**config.mk**
```make
export PLATFORM = sky130hd
export DESIGN_NAME = alu_issue_stage
export DESIGN_NICKNAME = d
export VERILOG_FILES = /design/src/rtl/alu_issue_stage.sv
export SDC_FILE = /design/constraint.sdc
export NUM_CORES = 1
export LEC_CHECK = 0
export CAP_MARGIN = 5
export CORE_AREA = 2 2 90 92
export DETAILED_ROUTE_END_ITERATION = 10
export DIE_AREA = 0 0 92 94
export PLACE_DENSITY = 0.81
export SKIP_LAST_GASP = 1
export SLEW_MARGIN = 20
export SYNTH_ARGS = -nofsm -noshare
export SYNTH_HDL_FRONTEND = slang
export SYNTH_SLANG_ARGS = --single-unit
```
**constraint.sdc**
```tcl
create_clock -name clk -period 3.2 [get_ports clk]
set_input_delay 0.64 -clock clk [delete_from_list [all_inputs] [get_ports clk]]
set_output_delay 0.64 -clock clk [all_outputs]
set_load 0.01 [all_outputs]
```
**src/rtl/alu_issue_stage.sv**
```systemverilog
// alu_issue_stage
//   Command issue and result capture stage around an external combinational
//   8-bit ALU. Incoming {a, b, op} commands are queued in a circular FIFO.
//   The head entry drives the ALU operand ports. The ALU's result, zero and
//   carry outputs, tagged with the op, are registered into a single output
//   slot that uses a valid/ready handshake.
//
//   Optional feature macro: ALU_ISSUE_BYPASS_EN
//     When this macro is defined and the FIFO is empty, the ALU is driven
//     straight from in_a/in_b/in_op. An accepted command is captured on the
//     same edge, provided the slot is free or draining.
//
// Ports
//   clk, rst_n            clock, asynchronous active-low reset
//   flush                 synchronous clear of FIFO and output slot
//   in_valid/in_ready     command handshake; in_a, in_b, in_op carry the command
//   alu_a/alu_b/alu_op    operands to the ALU (head entry, or 0 when empty)
//   alu_result/zero/carry ALU outputs sampled on capture
//   out_valid/out_ready   result handshake; out_result/zero/carry/op carry the result
//   count                 FIFO occupancy, 0..DEPTH
module alu_issue_stage #(
    parameter  int unsigned DEPTH = 4,
    localparam int unsigned CW    = $clog2(DEPTH) + 1
) (
    input  logic          clk,
    input  logic          rst_n,
    input  logic          flush,
    input  logic          in_valid,
    output logic          in_ready,
    input  logic [7:0]    in_a,
    input  logic [7:0]    in_b,
    input  logic [2:0]    in_op,
    output logic [7:0]    alu_a,
    output logic [7:0]    alu_b,
    output logic [2:0]    alu_op,
    input  logic [7:0]    alu_result,
    input  logic          alu_zero,
    input  logic          alu_carry,
    output logic          out_valid,
    input  logic          out_ready,
    output logic [7:0]    out_result,
    output logic          out_zero,
    output logic          out_carry,
    output logic [2:0]    out_op,
    output logic [CW-1:0] count
);

    localparam int unsigned PW = $clog2(DEPTH);

    typedef struct packed {
        logic [2:0] op;
        logic [7:0] b;
        logic [7:0] a;
    } cmd_t;

    typedef enum logic {SLOT_EMPTY, SLOT_FULL} slot_t;

    cmd_t          mem [DEPTH];
    logic [PW-1:0] wr_ptr;
    logic [PW-1:0] rd_ptr;
    logic [CW-1:0] count_q;
    slot_t         slot_q;
    slot_t         slot_d;

    logic empty;
    logic full;
    logic push;
    logic slot_free;
    logic pop;
    logic byp;
    logic fire;
    logic wr_en;
    cmd_t head;

    assign empty     = (count_q == '0);
    assign full      = (count_q == CW'(DEPTH));
    assign in_ready  = !full;
    assign push      = in_valid & in_ready;
    assign slot_free = (slot_q == SLOT_EMPTY) | out_ready;
    assign pop       = !empty & slot_free;
`ifdef ALU_ISSUE_BYPASS_EN
    // An empty FIFO with a free slot lets the incoming command skip the queue.
    assign byp       = empty & push & slot_free;
`else
    assign byp       = 1'b0;
`endif
    assign fire      = pop | byp;
    assign wr_en     = push & !byp;
    assign head      = mem[rd_ptr];
    assign count     = count_q;
    assign out_valid = (slot_q == SLOT_FULL);

    // ALU operands
    always_comb begin
        alu_a  = '0;
        alu_b  = '0;
        alu_op = '0;
        if (!empty) begin
            alu_a  = head.a;
            alu_b  = head.b;
            alu_op = head.op;
        end
`ifdef ALU_ISSUE_BYPASS_EN
        else begin
            alu_a  = in_a;
            alu_b  = in_b;
            alu_op = in_op;
        end
`endif
    end

    // Output slot occupancy
    always_comb begin
        slot_d = slot_q;
        if (flush)
            slot_d = SLOT_EMPTY;
        else if (fire)
            slot_d = SLOT_FULL;
        else if (out_ready)
            slot_d = SLOT_EMPTY;
    end

    always_ff @(posedge clk or negedge rst_n) begin
        if (!rst_n)
            slot_q <= SLOT_EMPTY;
        else
            slot_q <= slot_d;
    end

    // FIFO storage: data only, no reset needed
    always_ff @(posedge clk) begin
        if (wr_en && !flush)
            mem[wr_ptr] <= cmd_t'{op: in_op, b: in_b, a: in_a};
    end

    always_ff @(posedge clk or negedge rst_n) begin
        if (!rst_n) begin
            wr_ptr  <= '0;
            rd_ptr  <= '0;
            count_q <= '0;
        end else if (flush) begin
            wr_ptr  <= '0;
            rd_ptr  <= '0;
            count_q <= '0;
        end else begin
            if (wr_en)
                wr_ptr <= wr_ptr + 1'b1;
            if (pop)
                rd_ptr <= rd_ptr + 1'b1;
            count_q <= count_q + CW'(wr_en) - CW'(pop);
        end
    end

    // Result capture. alu_op already reflects the head op, or the bypassed op.
    always_ff @(posedge clk or negedge rst_n) begin
        if (!rst_n) begin
            out_result <= '0;
            out_zero   <= 1'b0;
            out_carry  <= 1'b0;
            out_op     <= '0;
        end else if (fire && !flush) begin
            out_result <= alu_result;
            out_zero   <= alu_zero;
            out_carry  <= alu_carry;
            out_op     <= alu_op;
        end
    end

endmodule

```
==> key figures <==
Timing
  – Tmin final: 3005 ps
  – F_max: 332.8 MHz
  – Clock Skews: 9.626 ps
  – Final Hold Viols: 0
  – Total of endpoints with negative setup slack in the final report: 0
  – Post-route worst setup slack: 195.4 ps
  – Fin crit share: 93.90%
  – Total negative setup slack: 0 ps
  – Slew headroom: 36.63%
  – Max Transition Viols Final: 0
  – Actual transition at the worst max-transition pin: approximately 950 ps
  – RSZ-0062 raised after global routing: no

CTS
  – Hold-fix buffers, CTS: 0
  – CTS tree: yes
  – Worst skew pair latency: around 360 ps
  – Deepest level of the CTS H-tree: 3
  – CTS sink count: between 90 and 100
  – Number of CTS-inserted buffers: 9
  – Register clock-pin slew on the reported worst setup and hold paths: ~80 ps
  – Cell at the root of the clock tree: sky130_fd_sc_hd__clkbuf_8
  – Count of cells resized by post-cts repair: 0
  – Number of buffers inserted by post-CTS setup repair: 0
  – Maximum clock path buffer count: 2

Power and ir drop
  – Gate power share: 38.5%
  – Cell Pwr Density: 775.8 mW/mm2
  – Leakage: 1.716 nW
  – Cell-internal power: 0.002678 W
  – Overall power of the completed layout: 0.003812 W
  – Fraction of power spent switching nets: 29.74%
  – Share of total power in sequential cells: between 40% and 50%
  – Part of the power in the clock network: 18.4%
  – Max IR drop VDD: 0.3786 mV
  – Net switching power: between 0.001 and 0.0015 W

Place
  – Setup slack after placement: 261.1 ps
  – Input/output buffers: 70
  – Final Wtd Congestion: 0.7614
  – Area after DPL: roughly 0.0047 mm2
  – HPWL after detailed placement: 4298 um

Drt
  – Routed len/inst: 17.07 um
  – Remaining number of nets flagged by the antenna check after routing: 0
  – DR vias/cell: ~5.2
  – Routed wire length: roughly 6700 um
  – Via count of the routed design: 2040
  – Drt initial violations: roughly 140
  – DRC violations left: 0
  – First-pass iteration count of the detailed router: 4

Cells and area
  – Share of cells above drive strength 1: 14.93%
  – Area of all placed cells without fillers: a little under 0.005 mm2
  – Area delta synth->final: 25.74%
  – Fin nets: 324
  – Leading cell types in the layout, fill and taps excluded: sky130_fd_sc_hd__edfxtp_1 (76), sky130_fd_sc_hd__clkdlybuf4s50_1 (70), sky130_fd_sc_hd__nor2b_1 (21), sky130_fd_sc_hd__dfrtp_1 (21), sky130_fd_sc_hd__mux4_2 (10)
  – Most common cell after layout, fill and taps aside: sky130_fd_sc_hd__edfxtp_1
  – Inserted Diodes: 0

Logic synthesis
  – EDFF count, synth: 76
  – Main synth FF type: sky130_fd_sc_hd__edfxtp_1
  – Flops & latches, synth: between 90 and 100
  – Fraction of synthesis flops using an asynchronous set or reset pin: roughly 22%
  – Synth Instances: about 200
  – Mapped Avg Cell Area: 19.44 um2
  – Count of warnings emitted by yosys: 0
  – Share of the yosys chip area belonging to registers: 71.85%
  – Syn nets: 242
  – Area of the mapped netlist: 0.003907 mm2
  – Count of unique library cells instantiated by Yosys: 30

GRT
  – Largest net degree at the start of global routing: 26
  – Gr usage total: around 17%
  – Total overflow reported by the global router: 0
  – Global-route wire length before repair: 10800 um
  – Antenna violations before repair: 0
  – Number of global-route vias before repair: roughly 2100

Floorplan
  – Area of the die: roughly 0.0086 mm2
  – Area of the core: 0.007607 mm2
  – Chip width: between 90 and 100 um
  – Starting Density: 51.37%
  – Number of cell rows: 32
  – Top Ports: 71
  – Height of the chip: between 90 and 100 um

Critical path
  – Type of destination of the critical path: primary output
  – Largest driver fanout on the critical path: 21
  – Req. time, crit path: 2560 ps
  – Critical path launch point type: register
  – Startpoint-to-endpoint class of the critical path: reg -> out
  – Worst endpoint data arrival time: 2360 ps

Status
  – Status: complete, no violations

Job
  – Count of max-cap constraint violations: 0

Worst hold path
  – Kind of path behind the tightest hold check: reg -> reg
final timing paths:
path | from | end | slack [ps] | depth (start not counted)
worst max register to register | count[1]$_DFF_PN0_ | count[2]$_DFF_PN0_ | 660 | 11
max in group asynchronous | rst_n | out_op[0]$_DFFE_PN0P_ | 1820 | 1
worst max-delay path | rd_ptr[1]$_DFFE_PN0P_ | alu_a[1] | 200 | 3
worst min-delay path | out_result[2]$_DFFE_PN0P_ | out_result[2]$_DFFE_PN0P_ | 490 | 1
min in group asynchronous | rst_n | out_result[1]$_DFFE_PN0P_ | 800 | 1
worst min register to register | out_result[2]$_DFFE_PN0P_ | out_result[2]$_DFFE_PN0P_ | 490 | 1
power by group through the flow:
stage | combinational, W | sequential, W | clock (W)
floorplan | 0.000767 | 0.00169 | 0
global placement | 0.00147 | 0.00166 | 0
detailed placement | 0.00149 | 0.00167 | 0
CTS | 0.00150 | 0.00164 | 0.000721
global route | 0.00160 | 0.00167 | 0.000780
finish | 0.00147 | 0.00164 | 0.000703
critical path: stages, from the launching register on:
cell and delay [ps]:
sky130_fd_sc_hd__dfrtp_1 920, sky130_fd_sc_hd__mux4_2 340, sky130_fd_sc_hd__nor2b_1 170, sky130_fd_sc_hd__clkdlybuf4s50_1 580
cell families (layout without fill, tap and decap cells):
logic type                 after synthesis  count (layout)  share of synthesized area, %
and+or+nand+nor                         39              39                         6.308
adders and majority gates                7               7                         2.434
buffers and inverters                   16             103                         2.402
muxes                                   32              32                         15.56
xor gates and xnor gates                 1               1                        0.2242
DFF                                     97              97                         71.85
AOI/OAI and AO/OA                        9               9                         1.217
registers in the layout, summed over array words and instances (netlist names):
signal      cells
out_zero        1
wr_ptr          2
out_op          3
mem            76
out_valid       1
out_carry       1
out_result      8
count           3
rd_ptr          2
synth_stat cells, types with 2 or more instances:
cell type,number,area [um2]
sky130_fd_sc_hd__edfxtp_1,76,2282
sky130_fd_sc_hd__dfrtp_1,21,525.5
sky130_fd_sc_hd__nor2b_1,21,131.4
sky130_fd_sc_hd__mux4_2,10,225.2
sky130_fd_sc_hd__mux4_1,9,236.5
sky130_fd_sc_hd__inv_1,7,26.28
sky130_fd_sc_hd__mux2_1,7,78.83
sky130_fd_sc_hd__ha_1,6,75.07
sky130_fd_sc_hd__mux2_2,6,67.56
sky130_fd_sc_hd__a21oi_1,5,25.02
sky130_fd_sc_hd__and2_1,5,31.28
sky130_fd_sc_hd__nor2_1,3,11.26
sky130_fd_sc_hd__o21ai_0,3,15.01
sky130_fd_sc_hd__buf_2,2,10.01
sky130_fd_sc_hd__buf_6,2,22.52
sky130_fd_sc_hd__clkbuf_1,2,7.510
sky130_fd_sc_hd__nand3_1,2,10.01
sky130_fd_sc_hd__nor3_1,2,10.01
routing by layer:
metal	routed length, um	track usage (%)	vias to the layer above	part of all wire, %
met4	132	7.463	0	2.0
li1	-	-	939	-
met5	0	0	-	0
met1	2820	20.95	1039	42
met2	3449	29.60	53	52
met3	255	3.531	9	3.8
stage by stage:
step | cells | hold slack [ps] | util, %
global placement | 374 | 466.2 | 62.34
CTS | 390 | 493.9 | 64.59
global route | 390 | 513.3 | 64.59
finish | 390 | 487.0 | 64.59
floorplan | 201 | 344.4 | -
detailed placement | 374 | 474.0 | 62.34
layout make-up:
type	count	area, um2
sequential	97	2808
fill	528	2694
multi-input combinational	88	1006
timing repair buffer	79	768.2
clock buffer	11	131.4
tap	102	127.6
clock inverter	5	40.04
inverter	8	32.53
(Power assumes the default switching activity.)
==> variant: new RTL, config.mk and constraints unchanged <==
Change the parameter `DEPTH` from 4 to 2.
--- a/src/rtl/alu_issue_stage.sv
+++ b/src/rtl/alu_issue_stage.sv
@@ -19,7 +19,7 @@
 //   out_valid/out_ready   result handshake; out_result/zero/carry/op carry the result
 //   count                 FIFO occupancy, 0..DEPTH
 module alu_issue_stage #(
-    parameter  int unsigned DEPTH = 4,
+    parameter  int unsigned DEPTH = 2,
     localparam int unsigned CW    = $clog2(DEPTH) + 1
 ) (
     input  logic          clk,
Interface: changed (resized count); port bits go from 71 to 70. The function was not compared with the original's and may differ.
==> variant against the original RTL <==
  * Non-clock buffer count down 6
  * Sequential cell count down 41
  * Synthesized area down 44%
  * Cell count down 19%
  * Cell area down 37%
  * Power down 37%
  * Worst setup slack better by 0.33 ns
  * Wire length down 36%
==> variant: results (changes against the original RTL) <==
- Outcome: completed
- Number of warnings issued by yosys: 0 (unchanged)
* Routability congestion estimate from global placement: 0.664 (-13%)
- Commonest cells in the netlist: 38 x sky130_fd_sc_hd__edfxtp_1, 22 x sky130_fd_sc_hd__nor2_1, 19 x sky130_fd_sc_hd__mux2i_1
- Deepest level of the CTS H-tree: 2 (-1)
- Clock latency on the worst-skew pair: 0.31 ns (-0.05 ns)
- Proportion of synthesized area in mux cells: 15.3% (-0.30 points)
* Final nets: 249 (-23%)
- Worst-case hold path end point: out_result[3]
- Cell family contributing the most delay on the critical path: buffers and inverters
* Clock slew at the register clock pins of the worst setup and hold paths: 0.11 ns (+0.03 ns)
* Combinational-cell power consumption: 0.999 mW (-32%)
- The total global-route track usage came to 10.3% (-6.8 points).
* Total wirelength of the detailed-routed design: 4.29 mm (-36%)
- Setup WS pre-CTS: 0.752 ns (+0.491 ns)
- Layout Skew: 0.0135 ns (+0.00390 ns)
- The largest total area in the synthesized netlist belongs to sky130_fd_sc_hd__edfxtp_1.
- Worst hold path startpoint: out_result[3]
* Number of inserted filler cells in the final layout: 750 (+42%)
* Slowest stage delay, CP: 0.65 ns (-0.27 ns)
* Global-route wire length before repair: 6.87 mm (-36%)
- Vias in the first global route: 1423 (-33%)
* Count of flip-flops with a built-in enable after synthesis: 38 (-50%)
- The layout cell share with drive strength beyond 1 is 13.1% (-1.8 points).
- Drt initial violations: 40 (-71%)
- The async set-or-reset flop fraction in the synthesized netlist is 32.1% (+10 points).
- In the final layout, the registers with the most flip-flops are mem (38), out_result (8), out_op (3).
- The count of buffers from port buffering is 69 (-1.4%).
- Data arrival time of the worst path: 2.04 ns (-0.32 ns)
- Reg-to-reg setup timing slack: 1.30 ns (+0.64 ns)
- The number of different library cells in the post-synthesis netlist is 23 (-23%).
- The leakage component of the power is 1.13 nW (-34%).
- The worst register-to-register path ends at count[1].
- The logic depth of the worst register-to-register path was 9 (-2).
- The vias per cell is 4.21 (-19%).
* Top fanout value on the critical path: 11 (-48%)
* Clock power frac: 16.8% (-1.6 points)
- Leading cell types by total area after synthesis: sky130_fd_sc_hd__edfxtp_1 52%, sky130_fd_sc_hd__dfrtp_1 20%, sky130_fd_sc_hd__mux2i_1 8.6%, sky130_fd_sc_hd__mux2_2 6.1%, sky130_fd_sc_hd__nor2_1 3.7%
- Internal power: 1.66 mW (-38%)
* Cts bufs inserted: 5 (-4)
* Share of the synthesized area in compound gates (AO/OA/AOI/OAI): 0.908% (-0.31 points)
- The worst register-to-register path begins at count[1].
- The worst slew slack as a fraction of its limit was 43.3% (+6.7 points).
- IR Drop Worst-Case VDD: 0.412 mV (+8.9%)
- The post-synth net total is 175 (-28%).
- The area share of fa/ha/maj cells after synthesis is 1.14% (-1.3 points).
- The xor and xnor area share after synthesis came to 0.397% (+0.17 points).
- The maximum number of pins on one net before global-route repair was 24 (-7.7%).
- The HPWL reported at the end of detailed placement came to 3.11 mm (-28%).
- The sequential cell area fraction in the yosys report came to 72.2% (+0.34 points).
-- variant: how the worst max path moves through the flow --
stage                          to      from  slack (ns)  depth (start not counted)
floorplan               mem[1][0]  count[1]        0.48                          4
global placement    out_result[5]     flush        0.77                          3
detailed placement  out_result[6]     flush        0.75                          3
CTS                      alu_b[0]    rd_ptr        0.46                          4
global route             alu_b[4]    rd_ptr        0.35                          4
finish                   alu_b[2]    rd_ptr        0.52                          4
-- variant: per-stage QoR --
step	hold slack, ns	instance area [um2]	power (mW)	instances	utilization [%]
floorplan	0.344	2200	1.53	139	-
global placement	0.471	3020	2.02	308	39.7
detailed placement	0.478	3020	2.04	308	39.7
CTS	0.503	3120	2.45	316	41.0
global route	0.530	3120	2.56	316	41.0
finish	0.497	3120	2.41	316	41.0
-- variant: layer usage --
layer	up-vias	share of wire [%]	global-route usage (%)
met2	37	52	18.5
met5	-	0	0
li1	641	-	-
met4	0	0.98	2.61
met1	647	42	12.2
met3	6	4.7	2.65
-- variant: logic make-up (layout without fill, tap and decap cells) --
| logic type | count (synthesis) | count (layout) |
|---|---|---|
| adders and majority gates | 2 | 2 |
| DFF | 56 | 56 |
| AOI/OAI and AO/OA | 4 | 4 |
| xor gates and xnor gates | 1 | 1 |
| and+or+nand+nor | 35 | 35 |
| buffers and inverters | 9 | 84 |
| muxes | 32 | 32 |
-- variant: layout make-up --
type | instances | area, um2 | share of cell area [%]
sequential | 56 | 1590 | 51.0
tap | 102 | 128 | 4.09
clock buffer | 5 | 68.8 | 2.21
clock inverter | 3 | 27.5 | 0.883
multi-input combinational | 74 | 571 | 18.3
inverter | 3 | 11.3 | 0.361
timing repair buffer | 73 | 721 | 23.1
